`config.mk`:
```
export PLATFORM = sky130hd
export DESIGN_NAME = regfile_wb_arbiter
export DESIGN_NICKNAME = d
export VERILOG_FILES = /design/src/rtl/regfile_wb_arbiter.sv
export SDC_FILE = /design/constraint.sdc
export NUM_CORES = 1
export LEC_CHECK = 0
export CAP_MARGIN = 25
export CORE_MARGIN = 10
export CORE_UTILIZATION = 50
export DETAILED_ROUTE_END_ITERATION = 8
export DONT_BUFFER_PORTS = 1
export SYNTH_ARGS = -nofsm -noshare
export SYNTH_HDL_FRONTEND = slang
export SYNTH_SLANG_ARGS = --single-unit
```
`constraint.sdc`:
```
create_clock -name Clk -period 14.7 [get_ports Clk]
set_clock_uncertainty 0.1 [all_clocks]
set_input_delay 4.41 -clock Clk [delete_from_list [all_inputs] [get_ports Clk]]
set_output_delay 4.41 -clock Clk [all_outputs]
set_load 0.1 [all_outputs]
```
`src/rtl/regfile_wb_arbiter.sv`:
```
// regfile_wb_arbiter: shares the register file's single write port between
// port 0 (ALU result) and port 1 (load result). Each port owns a one-entry
// holding slot; the winner of each cycle is registered onto RegWr/RW/BusW.
// Writes to the same destination leave in acceptance order. RA/RB hazard
// flags cover both pending slots and the registered write not yet committed.
// Optional feature macro: WB_ARB_ROUND_ROBIN_EN (round-robin between
// different-destination contenders; when undefined port 1 always wins).
module regfile_wb_arbiter #(
  parameter int DW = 64,
  parameter int AW = 5
) (
  input  logic          Clk,
  input  logic          Reset,
  input  logic          Req0,
  input  logic [AW-1:0] Rd0,
  input  logic [DW-1:0] Data0,
  input  logic          Req1,
  input  logic [AW-1:0] Rd1,
  input  logic [DW-1:0] Data1,
  output logic          Ready0,
  output logic          Ready1,
  input  logic [AW-1:0] RA,
  input  logic [AW-1:0] RB,
  output logic          HazA,
  output logic          HazB,
  output logic          RegWr,
  output logic [AW-1:0] RW,
  output logic [DW-1:0] BusW
);

  localparam logic [AW-1:0] ZeroReg = {AW{1'b1}};

  logic          full0_r, full1_r;
  logic [AW-1:0] slotRd0_r, slotRd1_r;
  logic [DW-1:0] slotData0_r, slotData1_r;
  logic          olderOne_r;      // 1: slot 1 holds the older entry
  logic          grant0_s, grant1_s;
  logic          accept0_s, accept1_s;
  logic          load0_s, load1_s;
`ifdef WB_ARB_ROUND_ROBIN_EN
  logic          rrFavour1_r;     // 1: port 1 wins the next different-Rd contention
  logic          contend_s;
`endif

  // Pending-write match for one read address; the zero register never hazards.
  function automatic logic hazardMatch(
    input logic [AW-1:0] addr,
    input logic          f0,
    input logic [AW-1:0] r0,
    input logic          f1,
    input logic [AW-1:0] r1,
    input logic          wr,
    input logic [AW-1:0] rw
  );
    return (addr != ZeroReg) &&
           ((f0 && (r0 == addr)) || (f1 && (r1 == addr)) || (wr && (rw == addr)));
  endfunction

  // Arbitration over the full slots: same-Rd goes to the older entry, different-Rd by policy.
  always_comb begin
    grant0_s = 1'b0;
    grant1_s = 1'b0;
`ifdef WB_ARB_ROUND_ROBIN_EN
    contend_s = 1'b0;
`endif
    if (full0_r && full1_r) begin
      if (slotRd0_r == slotRd1_r) begin
        grant0_s = !olderOne_r;
        grant1_s = olderOne_r;
      end else begin
`ifdef WB_ARB_ROUND_ROBIN_EN
        contend_s = 1'b1;
        grant0_s  = !rrFavour1_r;
        grant1_s  = rrFavour1_r;
`else
        grant1_s  = 1'b1;
`endif
      end
    end else if (full0_r) begin
      grant0_s = 1'b1;
    end else if (full1_r) begin
      grant1_s = 1'b1;
    end else begin
      grant0_s = 1'b0;
      grant1_s = 1'b0;
    end
  end

  // A slot can take a new entry when empty or when it drains this cycle.
  assign Ready0    = !Reset && (!full0_r || grant0_s);
  assign Ready1    = !Reset && (!full1_r || grant1_s);
  assign accept0_s = Req0 && Ready0;
  assign accept1_s = Req1 && Ready1;
  assign load0_s   = accept0_s && (Rd0 != ZeroReg);
  assign load1_s   = accept1_s && (Rd1 != ZeroReg);

  assign HazA = !Reset && hazardMatch(RA, full0_r, slotRd0_r, full1_r, slotRd1_r, RegWr, RW);
  assign HazB = !Reset && hazardMatch(RB, full0_r, slotRd0_r, full1_r, slotRd1_r, RegWr, RW);

  // Slot 0: load on accepted non-zero write, otherwise empty after accept-drop or grant.
  always_ff @(posedge Clk or posedge Reset) begin
    if (Reset) begin
      full0_r     <= 1'b0;
      slotRd0_r   <= {AW{1'b0}};
      slotData0_r <= {DW{1'b0}};
    end else if (load0_s) begin
      full0_r     <= 1'b1;
      slotRd0_r   <= Rd0;
      slotData0_r <= Data0;
    end else if (accept0_s || grant0_s) begin
      full0_r     <= 1'b0;
    end
  end

  // Slot 1: same behaviour as slot 0.
  always_ff @(posedge Clk or posedge Reset) begin
    if (Reset) begin
      full1_r     <= 1'b0;
      slotRd1_r   <= {AW{1'b0}};
      slotData1_r <= {DW{1'b0}};
    end else if (load1_s) begin
      full1_r     <= 1'b1;
      slotRd1_r   <= Rd1;
      slotData1_r <= Data1;
    end else if (accept1_s || grant1_s) begin
      full1_r     <= 1'b0;
    end
  end

  // Age bit: a lone new entry is younger than the other slot; a same-cycle pair counts slot 0 as older.
  always_ff @(posedge Clk or posedge Reset) begin
    if (Reset) begin
      olderOne_r <= 1'b0;
    end else if (load0_s && !load1_s) begin
      olderOne_r <= 1'b1;
    end else if (load1_s) begin
      olderOne_r <= 1'b0;
    end
  end

`ifdef WB_ARB_ROUND_ROBIN_EN
  // Round-robin pointer: after a contended grant, favour the port that lost.
  always_ff @(posedge Clk or posedge Reset) begin
    if (Reset) begin
      rrFavour1_r <= 1'b0;
    end else if (contend_s) begin
      rrFavour1_r <= grant0_s;
    end
  end
`endif

  // Register-file write port: winner's entry is registered; address/data hold when idle.
  always_ff @(posedge Clk or posedge Reset) begin
    if (Reset) begin
      RegWr <= 1'b0;
      RW    <= {AW{1'b0}};
      BusW  <= {DW{1'b0}};
    end else if (grant0_s) begin
      RegWr <= 1'b1;
      RW    <= slotRd0_r;
      BusW  <= slotData0_r;
    end else if (grant1_s) begin
      RegWr <= 1'b1;
      RW    <= slotRd1_r;
      BusW  <= slotData1_r;
    end else begin
      RegWr <= 1'b0;
    end
  end

endmodule

```
After elaboration in Yosys (flattened, before gate mapping). Cells that the tools add are included.

Output and inout port bits: 74. Bits of input ports: 152. Bits in registers: 211.

Reductions and logical operators: 35. Muxes and demuxes: 19. Eq/ne operators: 11.

Operators with widths (number): two-way mux 64 bit (2); equality test 5 bit (7); != test 5 bit, second input constant (4); logical AND 1 bit (18); two-way mux 1 bit (15); two-way mux 5 bit (2); logical OR 1 bit (8); nonzero test 2 bit (4); zero test 1 bit (5).

Logic depth before layout (Yosys ltp). Gate-level depths: netlist of run 1.

Word-level depth: 10. Gate-level depth with buffers: 8. Depth with buffers taken out: 5.

Least setup slack after synthesis of run 1. OpenSTA, ideal clock, no wires.

Path type: input to output. Start point: in RB[1]. End point: out HazB. Setup slack: 2.855 ns. Required time: 10.190 ns. Cell stages on the path: 5. Arrival: 7.335 ns. Path through: xor2_1 nor4_1 and3_1 a31oi_1 a221oi_1.

Cells in the longest elaborated chain, start to end: 6.

Ends and longest elaborated chain: start: declaration (line 23) `input logic [AW-1:0] RB,`; equality test 5 bit (line 56) `((f0 && (r0 == addr)) || (f1 && (r1 == addr)) || (wr && (rw == addr)));`; logical AND 1 bit (line 56); logical OR 1 bit (2 in series) (line 56); logical AND 1 bit (*) (line 55) `return (addr != ZeroReg) &&`; logical AND 1 bit (*) (line 98) `assign HazB = !Reset && hazardMatch(RB, full0_r, slotRd0_r, full1_r, slotRd1_r, RegWr, RW);`; end: declaration (line 25) `output logic HazB,`.

Every way passes the cells marked *; elsewhere a longest branch is shown, timed or not.

Worst setup path after layout of run 1.
Start point: in RA[2]. End point: out HazA.

Cells in the longest elaborated chain, start to end: 6.

Ends and longest elaborated chain: start: declaration (line 22) `input logic [AW-1:0] RA,`; equality test 5 bit (line 56); logical AND 1 bit (line 56); logical OR 1 bit (2 in series) (line 56); logical AND 1 bit (*) (line 55); logical AND 1 bit (*) (line 97) `assign HazA = !Reset && hazardMatch(RA, full0_r, slotRd0_r, full1_r, slotRd1_r, RegWr, RW);`; end: declaration (line 24) `output logic HazA,`.

Marks and branches as above.

==> flow_summary.toml, run 1 <==
[critical_path]
slowest_stage = "a221oi_4"
r2r_slack_ps = 10700
worstPathCellList = "xor2_1 -> nor4_1 -> a31oi_1 -> a221oi_4"
path_max_fanout = 4
critical_path_class = "in -> out"
endpoint_kind = "primary output"
crit_buf_inv = 0
cp_top_family = "compound AO/OA/AOI/OAI gates"
worst_ep_arrival_time_ps = 6090
startpoint_type = "input port"
reg2regPathDepth = 6
cpPeakStageDelay_ps = 970
r2r-end = "slotData0_r[48]"
cp_data_required_time_ps = 10190
reg2reg_from = "full0_r"
startpoint = "RA[2]"

[die]
die_w_um = 158
die_h_um = 158
ioPinCount = 226
coreArea_um2 = 18800
start_util = 0.509
rows = 50
die_area_um2 = 25100

[sta]
min_period_over_period = 0.721
slew_viol_final = 0
worst-slew-pin-transition_ps = 1090
timing.final.crit_period_ps = 10600
rsz0062_at_grt = "false"
fin_setup_tns_ps = 0
finalSetupViolations = 0
finalHoldViolations = 0
max_freq_ghz = 0.0943
slew_headroom = 0.273
finalWorstSetupSlack_ps = 4100

[synth]
synth_edf_count = 0
syn_inst = 677
yosys-top-cells-area = "dfrtp_1, mux2_4, o221a_2, mux2i_1, mux2_1"
synthArstFlopShare = 1.00
yosysSeqAreaShare = 0.552
postSynthAreaPerCell_um2 = 14.1
syn-num-nets = 829
synth.most_common_cell = "dfrtp_1"
synth_seq_cells = 211
synth.top_cell.area_share = 0.552
yosys_warnings = 0
synth_commonest_cells = "dfrtp_1, mux2_4, nand2_1"
netlist_area_um2 = 9560
synth_flop_cell = "dfrtp_1"
yosysUniqueCellTypes = 39
yosys.area.top_type = "dfrtp_1"

[worst_hold_path]
min_delay_worst_endpoint = "slotData1_r[53]"
whs_path_depth = 1
hold_class = "reg -> reg"
hp-start = "slotData1_r[53]"

[routing]
postRouteAntennaNets = 0
drt_first_iter_violations = 450
wl_per_cell_um = 26.5
num_vias = 5551
drt_wl_total_um = 24300
drc = 0
via_per_inst = 6.05
dr.pass1.iters = 5

[power_and_ir_drop]
peakVddDrop_v = 0.000129
power.leakage_nw = 4.64
cellPowerDensity_nw_per_um2 = 197

[global_routing]
grt_pass1_wl_um = 36900
grtUsageTotal = 0.189
antenna_found_initial = 6
grt.overflow.total = 0
grt_max_degree = 131
grt_pass1_vias = 5965

[cts]
path_clk_slew_ps = 50
numCtsBuffers = 24
clock_latency_ps = 510
cts.sinks = 211
post_cts_buffers = 0
htreeDepth = 1
post_cts_resize_count = 0
clock_path_buffers = 3
hold_buffers = 0
clockRootBuffer = "clkbuf_16"
tritoncts = "done"

[place]
dp_hpwl_um = 16100
io_buffers = 0
gp_congestion = 0.823
dp_slack_ps = 4130
placed_cells = 869

[job]
drv_cap = 0

[final_layout]
stdcell_count = 917
drive_gt1_frac = 0.296
synthToLayoutAreaGrowth_pct = 10.2
fill_cells = 1537
final_nets = 815

[run_status]
outcome = "completed"
==> worst register-to-register path: stages, from the launching register on <==
cell and delay, ps:
dfrtp_4 740, buf_4 710, a21boi_0 230, a31oi_1 310, a31o_4 670, buf_4 730, mux2_4 390
==> sequential cells by signal, indices dropped and copies added, names as in the netlist <==
| register | count |
|---|---|
| full0_r | 1 |
| full1_r | 1 |
| slotData1_r | 64 |
| RW | 5 |
| slotRd0_r | 5 |
| RegWr | 1 |
| BusW | 64 |
| slotData0_r | 64 |
| olderOne_r | 1 |
| slotRd1_r | 5 |
==> report_power, final <==
group / total, mW / leakage [nW] / switching (mW) / internal, mW
sequential: 1.21 / 2.45 / 0.517 / 0.696
clock: 0.565 / 0.372 / 0.226 / 0.339
combinational: 0.297 / 1.82 / 0.119 / 0.178
==> cells in the final DEF, fill, tap and decap left out, drive strengths merged, types with 2 or more instances in the layout <==
cell      netlist  routed
a21boi          2       2
a21oi           5       5
a221oi          3       3
a2bb2oi         2       2
a31o            2       2
a31oi           3       3
and3            3       3
and4            2       2
buf            27      10
clkbuf         23      35
clkinv          0       4
clkinvlp        0       2
dfrtp         211     211
diode           0       5
inv             7       7
mux2          134     134
mux2i          56      56
nand2          58      58
nand3           4       4
nor2            4       4
nor4            6       6
o211ai          2       2
o21a           13      13
o21ai           2       2
o221a          54      54
o22a           13      13
xnor2           9       9
xor2           26      26
==> worst max-delay path by stage <==
stage               slack (ps)    to  depth (start not counted)
floorplan                 2860  HazB                          5
CTS                       4130  HazA                          4
global placement          4160  HazA                          4
global route              4060  HazA                          4
detailed placement        4130  HazA                          4
finish                    4100  HazA                          4
==> metrics by stage <==
stage	hold slack (ps)	util	total power, mW	instance area (µm²)
finish	390	0.562	2.07	10500
CTS	395	0.558	2.09	10500
global route	401	0.561	2.16	10500
floorplan	364	-	1.44	9560
global placement	372	0.517	1.50	9690
detailed placement	382	0.517	1.52	9710
==> cells by family (layout without fill, tap and decap cells) <==
family          after synthesis  in the layout  share of synthesized area
buf+inv                      57             58                     0.0327
flops                       211            211                      0.552
mux                         190            190                      0.242
other cells                   0              5                          0
xor+xnor                     35             35                     0.0321
compound gates              102            102                      0.102
simple gates                 82             82                     0.0389
==> layer usage <==
| metal | vias to the layer above | wire length (µm) | track usage |
|---|---|---|---|
| met5 | - | 13 | 0 |
| met2 | 217 | 11200 | 0.299 |
| met4 | 2 | 549 | 0.0516 |
| met1 | 2827 | 9720 | 0.230 |
| met3 | 45 | 2790 | 0.0863 |
| li1 | 2460 | - | - |
==> cell type report <==
| cell class | instances | area (µm²) | share of cell area |
|---|---|---|---|
| Tap cell | 234 | 293 | 0.0278 |
| Clock buffer | 35 | 723 | 0.0686 |
| Antenna cell | 5 | 12.5 | 0.00119 |
| Sequential cell | 211 | 5280 | 0.501 |
| Timing Repair Buffer | 10 | 123 | 0.0116 |
| Clock inverter | 6 | 38.8 | 0.00368 |
| Multi-Input combinational cell | 409 | 4030 | 0.383 |
| Inverter | 7 | 33.8 | 0.00321 |
No activity file was read; power rests on OpenSTA's default activity.
==> run 2, diff against run 1 <==
PLACE_DENSITY = 0.68   (was not set)
clock period = 9.75 ns   (was 14.7 ns; I/O delays follow)
==> run 2 against run 1 <==
Net effect: non-clock buffer count up 5; sequential share of layout area down 0.53 points; worst hold slack better by 1.6 ps; sequential power up 48%; highest routed layer unchanged; global-route usage up 2.0 points; count of clock-buffer cells in the layout down 2; largest cell class unchanged; first-iteration DRC count down 26%.
==> flow_summary.toml, run 2 (synthesis results as in run 1) <==
[sta]
min_period_over_period = 0.771
rsz0062_at_grt = "false"
finalHoldViolations = 0
fin_setup_tns_ps = 0
worst-slew-pin-transition_ps = 1040
slew_viol_final = 0
timing.final.crit_period_ps = 7520
finalSetupViolations = 0
slew_headroom = 0.309
max_freq_ghz = 0.133

[die]
start_util = 0.509
rows = 50
die_w_um = 158
ioPinCount = 226
coreArea_um2 = 18800
die_h_um = 158
die_area_um2 = 25100

[final_layout]
stdcell_count = 923
final_cell_mix = "dfrtp_1, mux2_4, nand2_1"
fill_cells = 1536
fin_area_um2 = 10700
multi_input_area_um2 = 4030
drive_gt1_frac = 0.307
largest_registers = "BusW (64), slotData0_r (64), slotData1_r (64)"
final_common_cell = "dfrtp_1"
ff_latch_area_um2 = 5280
synthToLayoutAreaGrowth_pct = 11.4
final_nets = 820
fin_util = 0.568

[global_routing]
grt_max_degree = 130
grt_pass1_wl_um = 40200
grt_pass1_vias = 6259
antenna_found_initial = 4
grt.overflow.total = 0
grtUsageTotal = 0.210

[place]
placed_cells = 875
place_area_um2 = 9770
io_buffers = 0
gp_congestion = 0.838
dp_hpwl_um = 18300

[power_and_ir_drop]
fin_total_pwr_mw = 3.27
p_sw_mw = 1.35
swShare = 0.412
power.leakage_nw = 4.71
clkPwrFrac = 0.290
power.share.sequential = 0.549
p_comb_frac = 0.162
cellPowerDensity_nw_per_um2 = 307
peakVddDrop_v = 0.000219
cell_internal_pwr_mw = 1.92

[critical_path]
endpoint_kind = "primary output"
path_max_fanout = 4
worstPathCellList = "xor2_1 -> nor4_1 -> a31oi_1 -> a221oi_4"
critical_path_class = "in -> out"
slowest_stage = "a221oi_4"
worst_ep_arrival_time_ps = 4490
startpoint = "RB[1]"
cp_data_required_time_ps = 6730
reg2reg_from = "full0_r"
startpoint_type = "input port"
cpPeakStageDelay_ps = 930

[routing]
drc = 0
dr.pass1.iters = 5
drt_first_iter_violations = 334
via_per_inst = 6.25
postRouteAntennaNets = 0
drt_wl_total_um = 26600
num_vias = 5768
wl_per_cell_um = 28.8

[cts]
numCtsBuffers = 24
cts.sinks = 211
hold_buffers = 0
post_cts_resize_count = 0
path_clk_slew_ps = 60
post_cts_buffers = 0
tritoncts = "done"
clock_path_buffers = 3
clock_latency_ps = 510
clockRootBuffer = "clkbuf_16"
htreeDepth = 1

[worst_hold_path]
hp-start = "slotData1_r[15]"
hold_class = "reg -> reg"

[job]
drv_cap = 0

[run_status]
outcome = "completed"
run 2: cell types whose count changed in the layout (fill, tap and decap cells not counted), sizes merged:
cell,previous run,this run
buf,10,15
bufinv,0,3
clkbuf,35,33
clkinv,4,6
clkinvlp,2,1
diode,5,4
run 2: critical path, delay by kind of cell:
kind / cells / cell delay, ps
AO/OA/AOI/OAI: 2 / 1110
XOR/XNOR: 1 / 120
AND/OR/NAND/NOR: 1 / 330
run 2: power by group through the flow:
stage / Clock, mW / Combinational (mW) / Sequential (mW)
after detailed placement: 0 / 0.529 / 1.80
after floorplan: 0 / 0.405 / 1.77
after CTS: 0.965 / 0.531 / 1.79
after global placement: 0 / 0.487 / 1.80
final: 0.946 / 0.528 / 1.79
after global routing: 1.01 / 0.573 / 1.82
run 2: routing by layer:
layer | up-vias | share of wire | wire, µm | global-route usage
met4 | 2 | 0.023 | 618 | 0.0569
met5 | - | 0.00049 | 13 | 0
met2 | 276 | 0.45 | 12000 | 0.317
li1 | 2461 | - | - | -
met1 | 2984 | 0.40 | 10500 | 0.261
met3 | 45 | 0.13 | 3410 | 0.105
run 2: worst paths after layout:
check / endpoint / slack, ps / cells after the start
min reg2reg: slotData1_r[15] / 390 / 1
min in group asynchronous: slotData0_r[35] / 2300 / 1
max reg2reg: slotData0_r[24] / 5680 / 6
max: HazB / 2230 / 4
max in group asynchronous: full0_r / 6010 / 3
min: slotData1_r[15] / 390 / 1
run 2: final cells by class:
cell class                      instances  share of cell area
Sequential cell                       211               0.496
Multi-Input combinational cell        409               0.378
Clock buffer                           33              0.0672
Tap cell                              234              0.0275
Timing Repair Buffer                   15              0.0143
Clock inverter                         10              0.0123
Inverter                                7             0.00317
Antenna cell                            4            0.000940
run 2: through the flow:
step | worst slack [ps] | hold WS [ps]
final | 2230 | 392
after global placement | 2220 | 372
after global routing | 2090 | 402
after detailed placement | 2230 | 383
after floorplan | 839 | 364
after CTS | 2230 | 396
==> run 3, diff against run 2 <==
clock period = 6.71 ns   (was 9.75 ns; I/O delays follow)
==> run 3 against run 2 <==
Net effect: worst setup slack got worse by 920 ps; sequential share of layout area increased by 0.60 points; highest routed layer unchanged; routed wire length is 4.5% lower; sequential power rose by 45%; core utilization fell by 0.68 points; worst hold slack about the same; sequential cell count is the same.
==> flow_summary.toml, run 3 (synthesis results as in run 1) <==
[run_status]
outcome = "completed"

[cts]
post_cts_resize_count = 0
clockRootBuffer = "clkbuf_16"
htreeDepth = 1
tritoncts = "done"
path_clk_slew_ps = 50
hold_buffers = 0
post_cts_buffers = 0
numCtsBuffers = 23
clock_latency_ps = 510
clock_path_buffers = 3
cts.sinks = 211

[routing]
drt_wl_total_um = 25400
via_per_inst = 6.18
drt_first_iter_violations = 319
drc = 0
num_vias = 5684
wl_per_cell_um = 27.6
dr.pass1.iters = 6
postRouteAntennaNets = 0

[critical_path]
endpoint_kind = "primary output"
worstPathCellList = "xor2_1 -> nor4_1 -> and3_1 -> a31oi_1 -> a221oi_4 -> buf_4"
startpoint_type = "input port"
reg2reg_from = "full0_r"
r2r-end = "slotRd0_r[2]"
worst_ep_arrival_time_ps = 3290
cpPeakStageDelay_ps = 320
r2r_slack_ps = 3550
critical_path_class = "in -> out"
slowest_stage = "buf_4"
path_max_fanout = 4
cp_data_required_time_ps = 4600
reg2regPathDepth = 5

[sta]
finalHoldViolations = 0
finalWorstSetupSlack_ps = 1310
slew_headroom = 0.218
finalSetupViolations = 0
worst-slew-pin-transition_ps = 1170
slew_viol_final = 0
min_period_over_period = 0.805
timing.final.crit_period_ps = 5400
fin_setup_tns_ps = 0
max_freq_ghz = 0.185
rsz0062_at_grt = "false"

[die]
die_area_um2 = 25100
die_w_um = 158
ioPinCount = 226
rows = 50
die_h_um = 158
start_util = 0.509
coreArea_um2 = 18800

[worst_hold_path]
hp-start = "slotData1_r[40]"
whs_path_depth = 1
hold_class = "reg -> reg"
min_delay_worst_endpoint = "slotData1_r[40]"

[place]
placed_cells = 878
gp_congestion = 0.811
dp_slack_ps = 1290
place_area_um2 = 9800
io_buffers = 0
dp_hpwl_um = 17100

[final_layout]
final_common_cell = "dfrtp_1"
final_nets = 822
stdcell_count = 920
largest_registers = "BusW (64), slotData0_r (64), slotData1_r (64)"
final_cell_mix = "dfrtp_1, mux2_4, nand2_1"
multi_input_area_um2 = 4030
ff_latch_area_um2 = 5280
drive_gt1_frac = 0.301
fill_cells = 1535
synthToLayoutAreaGrowth_pct = 10.1
fin_area_um2 = 10500

[global_routing]
grt_max_degree = 213
antenna_found_initial = 4
grtUsageTotal = 0.198
grt.overflow.total = 0
grt_pass1_wl_um = 38100
grt_pass1_vias = 6054

[power_and_ir_drop]
peakVddDrop_v = 0.000188
cellPowerDensity_nw_per_um2 = 431
fin_total_pwr_mw = 4.54
power.leakage_nw = 4.65

[job]
drv_cap = 0
==> run 3: changes by cell type in the layout (fill, tap and decap cells not counted), sizes merged <==
cell	before	now
diode	4	2
buf	15	18
clkbuf	33	34
clkinv	6	4
bufinv	3	0
==> run 3: routing by layer <==
metal | GRT usage | part of all wire
met5 | 0 | 0.00083
met4 | 0.0432 | 0.014
met3 | 0.0815 | 0.11
met2 | 0.302 | 0.46
met1 | 0.258 | 0.41
==> run 3: final cells by class <==
cell class / instances / share of cell area
multi-input cells: 409 / 0.383
diodes: 2 / 0.000476
well taps: 234 / 0.0278
inverters: 7 / 0.00285
repair buffers: 18 / 0.0166
clock inverters: 5 / 0.00273
flip-flops and latches: 211 / 0.502
clock buffers: 34 / 0.0643
==> run 3: worst max-delay path: cells and delay by family <==
kind | cells | cell delay [ps]
AOI/OAI and AO/OA | 2 | 360
xor gates and xnor gates | 1 | 120
buffers and inverters | 1 | 320
and+or+nand+nor | 2 | 460
==> run 3: worst max path at each step <==
| stage | from | to | slack (ps) | depth (start not counted) |
|---|---|---|---|---|
| final | RB[1] | HazB | 1310 | 6 |
| after global routing | RB[1] | HazB | 1250 | 5 |
| after CTS | RA[0] | HazA | 1290 | 5 |
| after detailed placement | RA[0] | HazA | 1290 | 5 |
| after global placement | RB[1] | HazB | 1320 | 6 |
| after floorplan | Reset | slotData1_r[37] | 150 | 6 |
==> run 3: through the flow <==
stage,hold WS (ps),utilization
4_1_cts,396,0.560
3_3_place_gp,372,0.520
2_1_floorplan,364,-
3_5_place_dp,384,0.522
6_report,392,0.561
5_1_grt,402,0.561
==> run 3: power by group <==
part	leakage (nW)	total [mW]	internal (mW)	switching (mW)
Clock	0.353	1.18	0.694	0.485
Combinational	1.85	0.756	0.409	0.347
Sequential	2.45	2.60	1.53	1.08
Total	4.65	4.54	2.63	1.91
